<file path="src/rtl/spi_burst_ctrl_pkg.sv">
// Shared types and constants for the SPI burst sequencer and its byte FIFOs.
package spi_burst_ctrl_pkg;

  localparam int BYTE_W = 8;

  typedef enum logic [2:0] {
    ST_IDLE    = 3'd0,
    ST_LOAD    = 3'd1,
    ST_START   = 3'd2,
    ST_WAIT_LO = 3'd3,
    ST_WAIT_HI = 3'd4,
    ST_CAPTURE = 3'd5
  } burst_state_e;

endpackage

</file>
<file path="src/rtl/spi_byte_fifo.sv">
// First-word-fall-through byte FIFO; pointers carry one extra wrap bit so
// occupancy is their plain difference and full/empty need no extra flag.
module spi_byte_fifo
  import spi_burst_ctrl_pkg::*;
#(
  parameter int DEPTH = 16,
  parameter int AW    = 4
) (
  input  logic              clk,
  input  logic              rst,
  input  logic              wr_en,
  input  logic [BYTE_W-1:0] wr_data,
  input  logic              rd_en,
  output logic [BYTE_W-1:0] rd_data,
  output logic              full,
  output logic              empty,
  output logic [AW:0]       count
);

  logic [BYTE_W-1:0] r_mem [DEPTH];
  logic [AW:0]       r_wr_ptr;
  logic [AW:0]       r_rd_ptr;
  logic              w_wr;
  logic              w_rd;

  assign w_wr = wr_en & ~full;
  assign w_rd = rd_en & ~empty;

  always_ff @(posedge clk or posedge rst) begin
    if (rst) begin
      r_wr_ptr <= '0;
      r_rd_ptr <= '0;
    end else begin
      if (w_wr) r_wr_ptr <= r_wr_ptr + 1'b1;
      if (w_rd) r_rd_ptr <= r_rd_ptr + 1'b1;
    end
  end

  // Storage is not reset; contents are only visible once a pointer covers them.
  always_ff @(posedge clk) begin
    if (w_wr) r_mem[r_wr_ptr[AW-1:0]] <= wr_data;
  end

  assign count   = r_wr_ptr - r_rd_ptr;
  assign full    = (count == (AW+1)'(DEPTH));
  assign empty   = (count == '0);
  assign rd_data = r_mem[r_rd_ptr[AW-1:0]];

endmodule

</file>
<file path="src/rtl/spi_burst_ctrl.sv">
// Burst sequencer in front of a single-byte SPI master: queues TX bytes, issues
// one start per byte on go, and collects each received byte into an RX FIFO.
module spi_burst_ctrl
  import spi_burst_ctrl_pkg::*;
#(
  parameter int DEPTH = 16,
  parameter int AW    = 4
) (
  input  logic              clk,
  input  logic              rst,
  input  logic [BYTE_W-1:0] tx_data,
  input  logic              tx_valid,
  output logic              tx_ready,
  input  logic              go,
  output logic              busy,
  output logic [BYTE_W-1:0] rx_data,
  output logic              rx_valid,
  input  logic              rx_ready,
  output logic [AW:0]       rx_count,
  output logic              spi_start,
  output logic [BYTE_W-1:0] spi_data_in,
  input  logic              spi_cs,
  input  logic [BYTE_W-1:0] spi_data_out
);

  burst_state_e      r_state;
  burst_state_e      w_state_nxt;
  logic [AW:0]       r_burst_cnt;
  logic [BYTE_W-1:0] r_spi_data;

  logic              w_tx_full;
  logic              w_tx_empty;
  logic [AW:0]       w_tx_count;
  logic [BYTE_W-1:0] w_tx_head;
  logic              w_tx_pop;

  logic              w_rx_full;
  logic              w_rx_empty;
  logic [AW:0]       w_rx_count;
  logic [BYTE_W-1:0] w_rx_head;
  logic              w_rx_push;

  logic              w_go_accept;

  // Burst length is a snapshot of the TX queue; later writes wait for the next go.
  assign w_go_accept = go & (r_state == ST_IDLE) & (w_tx_count != '0);

  spi_byte_fifo #(.DEPTH(DEPTH), .AW(AW)) u_tx_fifo (
    .clk     (clk),
    .rst     (rst),
    .wr_en   (tx_valid),
    .wr_data (tx_data),
    .rd_en   (w_tx_pop),
    .rd_data (w_tx_head),
    .full    (w_tx_full),
    .empty   (w_tx_empty),
    .count   (w_tx_count)
  );

  spi_byte_fifo #(.DEPTH(DEPTH), .AW(AW)) u_rx_fifo (
    .clk     (clk),
    .rst     (rst),
    .wr_en   (w_rx_push),
    .wr_data (spi_data_out),
    .rd_en   (rx_ready),
    .rd_data (w_rx_head),
    .full    (w_rx_full),
    .empty   (w_rx_empty),
    .count   (w_rx_count)
  );

  always_comb begin
    w_state_nxt = r_state;
    w_tx_pop    = 1'b0;
    w_rx_push   = 1'b0;
    case (r_state)
      ST_IDLE: begin
        if (w_go_accept) w_state_nxt = ST_LOAD;
      end
      // Holding here while RX is full guarantees the capture slot exists.
      ST_LOAD: begin
        if (!w_rx_full && !w_tx_empty) begin
          w_tx_pop    = 1'b1;
          w_state_nxt = ST_START;
        end
      end
      ST_START:   w_state_nxt = ST_WAIT_LO;
      ST_WAIT_LO: if (!spi_cs) w_state_nxt = ST_WAIT_HI;
      ST_WAIT_HI: if (spi_cs)  w_state_nxt = ST_CAPTURE;
      ST_CAPTURE: begin
        w_rx_push   = 1'b1;
        w_state_nxt = (r_burst_cnt == (AW+1)'(1)) ? ST_IDLE : ST_LOAD;
      end
      default:    w_state_nxt = ST_IDLE;
    endcase
  end

  always_ff @(posedge clk or posedge rst) begin
    if (rst) begin
      r_state     <= ST_IDLE;
      r_burst_cnt <= '0;
      r_spi_data  <= '0;
    end else begin
      r_state <= w_state_nxt;
      if (w_go_accept)
        r_burst_cnt <= w_tx_count;
      else if (r_state == ST_CAPTURE)
        r_burst_cnt <= r_burst_cnt - 1'b1;
      if (w_tx_pop) r_spi_data <= w_tx_head;
    end
  end

  assign tx_ready    = ~w_tx_full;
  assign busy        = (r_state != ST_IDLE);
  assign rx_data     = w_rx_head;
  assign rx_valid    = ~w_rx_empty;
  assign rx_count    = w_rx_count;
  assign spi_start   = (r_state == ST_START);
  assign spi_data_in = r_spi_data;

endmodule

</file>
<file path="config.mk">
export PLATFORM = sky130hd
export DESIGN_NAME = spi_burst_ctrl
export DESIGN_NICKNAME = d
export VERILOG_FILES = /design/src/rtl/spi_burst_ctrl_pkg.sv /design/src/rtl/spi_byte_fifo.sv /design/src/rtl/spi_burst_ctrl.sv
export SDC_FILE = /design/constraint.sdc
export NUM_CORES = 1
export LEC_CHECK = 0
export BUFFER_PORTS_ARGS = -buffer_cell sky130_fd_sc_hd__buf_2
export CAP_MARGIN = 20
export CORE_MARGIN = 8
export CORE_UTILIZATION = 60
export CTS_CLUSTER_SIZE = 40
export DETAILED_ROUTE_END_ITERATION = 6
export GPL_TIMING_DRIVEN = 0
export PLACE_DENSITY = 0.76
export SKIP_CTS_REPAIR_TIMING = 1
export SLEW_MARGIN = 5
export SYNTH_ARGS = -nofsm -noshare
export SYNTH_HDL_FRONTEND = slang
export SYNTH_HIERARCHICAL = 1
export SYNTH_SLANG_ARGS = --single-unit
</file>
<file path="constraint.sdc">
create_clock -name clk -period 8.93 [get_ports clk]
set_input_delay 2.679 -clock clk [delete_from_list [all_inputs] [get_ports clk]]
set_output_delay 2.679 -clock clk [all_outputs]
set_load 0.01 [all_outputs]
</file>
==> impl_metrics.env <==
export IMPL_status="completed"
export IMPL_holdWs_ns=0.500
export IMPL_htree_levels=1
export IMPL_io_pins=47
export IMPL_synth_yosys_seq_area_share=0.698
export IMPL_stdcell_count=1070
export IMPL_max_freq_mhz=164
export IMPL_wirelength_um=25400
export IMPL_multi_input_area_um2=3470
export IMPL_hold_viol=0
export IMPL_synth_common_cells="edfxtp_1 (256), nand2_1 (80), mux4_2 (64), dfrtp_1 (36), and3_1 (34)"
export IMPL_critPathCapture="rx_valid"
export IMPL_die_w_um=159
export IMPL_worstPathMaxFanout=10
export IMPL_synth_area_um2=12300
export IMPL_period_needed_ns=6.11
export IMPL_cts_buffers=28
export IMPL_cp_depth=10
export IMPL_syn2layout_area_growth_pct=12.5
export IMPL_grt_overflow_total=0
export IMPL_setup_ws_ns=2.82
export IMPL_syn_nets=745
export IMPL_drc=0
export IMPL_cap_violations=0
export IMPL_vias_per_cell=6.21
export IMPL_cp_required_ns=6.25
export IMPL_worstMarginPinSlew_ns=0.866
export IMPL_power_density_nw_per_um2=336
export IMPL_hold_path_class="reg -> reg"
export IMPL_cpMostUsedCell="buf_2"
export IMPL_start_kind="register"
export IMPL_clk_latency_ns=0.53
export IMPL_grt_pass1_vias=6896
export IMPL_max_slew_margin=0.420
export IMPL_track_usage=0.201
export IMPL_diodes=0
export IMPL_crit_path_start="u_rx_fifo/r_rd_ptr[2]"
export IMPL_seq_area_um2=8590
export IMPL_place_area_um2=12900
export IMPL_cts_buffer_depth=3
export IMPL_synthFlopType="edfxtp_1"
export IMPL_dr_total_vias=6646
export IMPL_cts_num_sinks=292
export IMPL_synth_edf_count=256
export IMPL_crit_slowest_cell="ha_1"
export IMPL_r2r_setup_slack_ns=4.99
export IMPL_dp_slack_ns=3.43
export IMPL_finalClockSkew_ns=0.0149
export IMPL_drt_iter0_drc=597
export IMPL_critPathBufInv=6
export IMPL_layout_nets=823
export IMPL_drive_gt1_frac=0.266
export IMPL_synth_top_cell_area_share=0.625
export IMPL_grt_max_degree=17
export IMPL_p_leak_nw=5.00
export IMPL_initial_core_util=0.610
export IMPL_critPathKind="reg -> out"
export IMPL_yosysUniqueCellTypes=50
export IMPL_post_route_util=0.686
export IMPL_rsz0062_at_grt="false"
export IMPL_ir_worst_vdd_uv=235
export IMPL_die_h_um=159
export IMPL_synth_async_reset_ratio=0.123
export IMPL_gp_congestion=0.824
export IMPL_syn_area_per_cell_um2=17.6
export IMPL_critPathCaptureType="output pin"
export IMPL_r2r_end="u_tx_fifo/r_rd_ptr[2]"
export IMPL_cp_data_arrival_time_ns=3.43
export IMPL_die_area_um2=25400
export IMPL_tns_ns=0
export IMPL_clkTransAtPathRegs_ns=0.06
export IMPL_synth_area_leader_cell="edfxtp_1"
export IMPL_grt_antenna_before_repair=0
export IMPL_wire_per_inst_um=23.7
export IMPL_synth_cells=701
export IMPL_clock_root_buffer="clkbuf_16"
export IMPL_cp_top_family="buffers and inverters"
export IMPL_slew_violations=0
export IMPL_path_cells="buf_2 > buf_2 > clkinv_1 > ha_1 > a21oi_1 > a211oi_1 > o22ai_2 > inv_1 > inv_1 > buf_2"
export IMPL_setup_viol=0
export IMPL_drtPass1Iterations=5
export IMPL_rows=52
export IMPL_finalPower_mw=4.65
export IMPL_cpPeakStageDelay_ns=0.49
export IMPL_dp_final_hpwl_um=17200
export IMPL_grt_pass1_wl_um=39700
export IMPL_reg2reg_depth=13
export IMPL_ant_nets=0
export IMPL_yosysWarnings=6
export IMPL_placed_cells=1019
export IMPL_synth_ff_latch_count=292
export IMPL_synthMostInstantiatedCell="edfxtp_1"
export IMPL_fill_cells=1292
export IMPL_rr_startpoint="u_tx_fifo/r_rd_ptr[2]"
export IMPL_core_um2=20200
export IMPL_period_share=0.684
export IMPL_port_buffers=46
export IMPL_cts_tree="done"
export IMPL_final_area_um2=13800
export IMPL_synth_area_leaders="edfxtp_1 (62%), mux4_2 (12%), dfrtp_1 (7.3%)"
how the worst min path moves through the flow:
stage                                from  depth (start not counted)                     to  slack [ns]
floorplan           u_rx_fifo/r_wr_ptr[4]                          1  u_rx_fifo/r_wr_ptr[4]        0.50
global placement           spi_data_in[1]                          1         spi_data_in[1]        0.49
detailed placement         spi_data_in[2]                          1         spi_data_in[2]        0.49
CTS                        spi_data_in[2]                          1         spi_data_in[2]        0.50
global route               spi_data_in[4]                          1         spi_data_in[4]        0.53
finish                     spi_data_in[2]                          1         spi_data_in[2]        0.50
metal layers:
| metal | up-vias | part of all wire | GRT usage |
|---|---|---|---|
| met2 | 272 | 0.48 | 0.317 |
| met4 | 0 | 0.017 | 0.0519 |
| li1 | 2885 | - | - |
| met5 | - | 0 | 0 |
| met1 | 3448 | 0.42 | 0.278 |
| met3 | 41 | 0.089 | 0.0489 |
registers in the layout, indices dropped and copies added (netlist names):
register            cells
r_state                 3
u_tx_fifo/r_rd_ptr      5
r_burst_cnt             5
spi_data_in             8
u_tx_fifo/r_wr_ptr      5
u_rx_fifo/r_mem       128
u_tx_fifo/r_mem       128
u_rx_fifo/r_wr_ptr      5
u_rx_fifo/r_rd_ptr      5
area by class of cell:
class / count / area share
sequential: 292 / 0.620
tap: 270 / 0.0244
clock inverter: 13 / 0.0124
inverter: 26 / 0.00705
clock buffer: 38 / 0.0556
timing repair buffer: 48 / 0.0177
buffer: 27 / 0.0120
multi-input combinational: 356 / 0.251
kinds of logic (layout without fill, tap and decap cells):
group	after synthesis	after routing	synth area share
buf+inv	53	152	0.0214
compound gates	43	43	0.0252
mux	76	76	0.128
fa+ha+maj	22	22	0.0236
xor+xnor	27	27	0.0198
flops	292	292	0.698
simple gates	188	188	0.0839
worst reg2reg max path, stage by stage (launching register included):
cell	delay [ns]
dfrtp_1	0.31
buf_2	0.26
buf_2	0.35
clkinv_1	0.35
ha_1	0.47
xor2_1	0.30
and4b_4	0.27
o22ai_2	0.20
inv_1	0.07
nor2_1	0.21
nand3_1	0.35
inv_1	0.22
nand3_1	0.11
xnor2_1	0.34
power breakdown:
part,switching (mW),total [mW],internal (mW)
Combinational,0.970,1.71,0.741
Sequential,0.100,1.74,1.64
Clock,0.474,1.19,0.719
layout by cell type, fill, tap and decap left out, types with 11 or more instances in the layout:
| cell | n |
|---|---|
| edfxtp_1 | 256 |
| nand2_1 | 80 |
| mux4_2 | 64 |
| buf_2 | 53 |
| dfrtp_1 | 36 |
| and3_1 | 34 |
| clkbuf_16 | 29 |
| inv_1 | 22 |
| ha_1 | 20 |
| a31oi_1 | 16 |
| and3_2 | 15 |
| nor2_1 | 14 |
| xnor2_1 | 14 |
| xor2_1 | 12 |
| clkbuf_1 | 12 |
| buf_4 | 11 |
| mux2_2 | 11 |
Power figures use the tool's default switching activity.
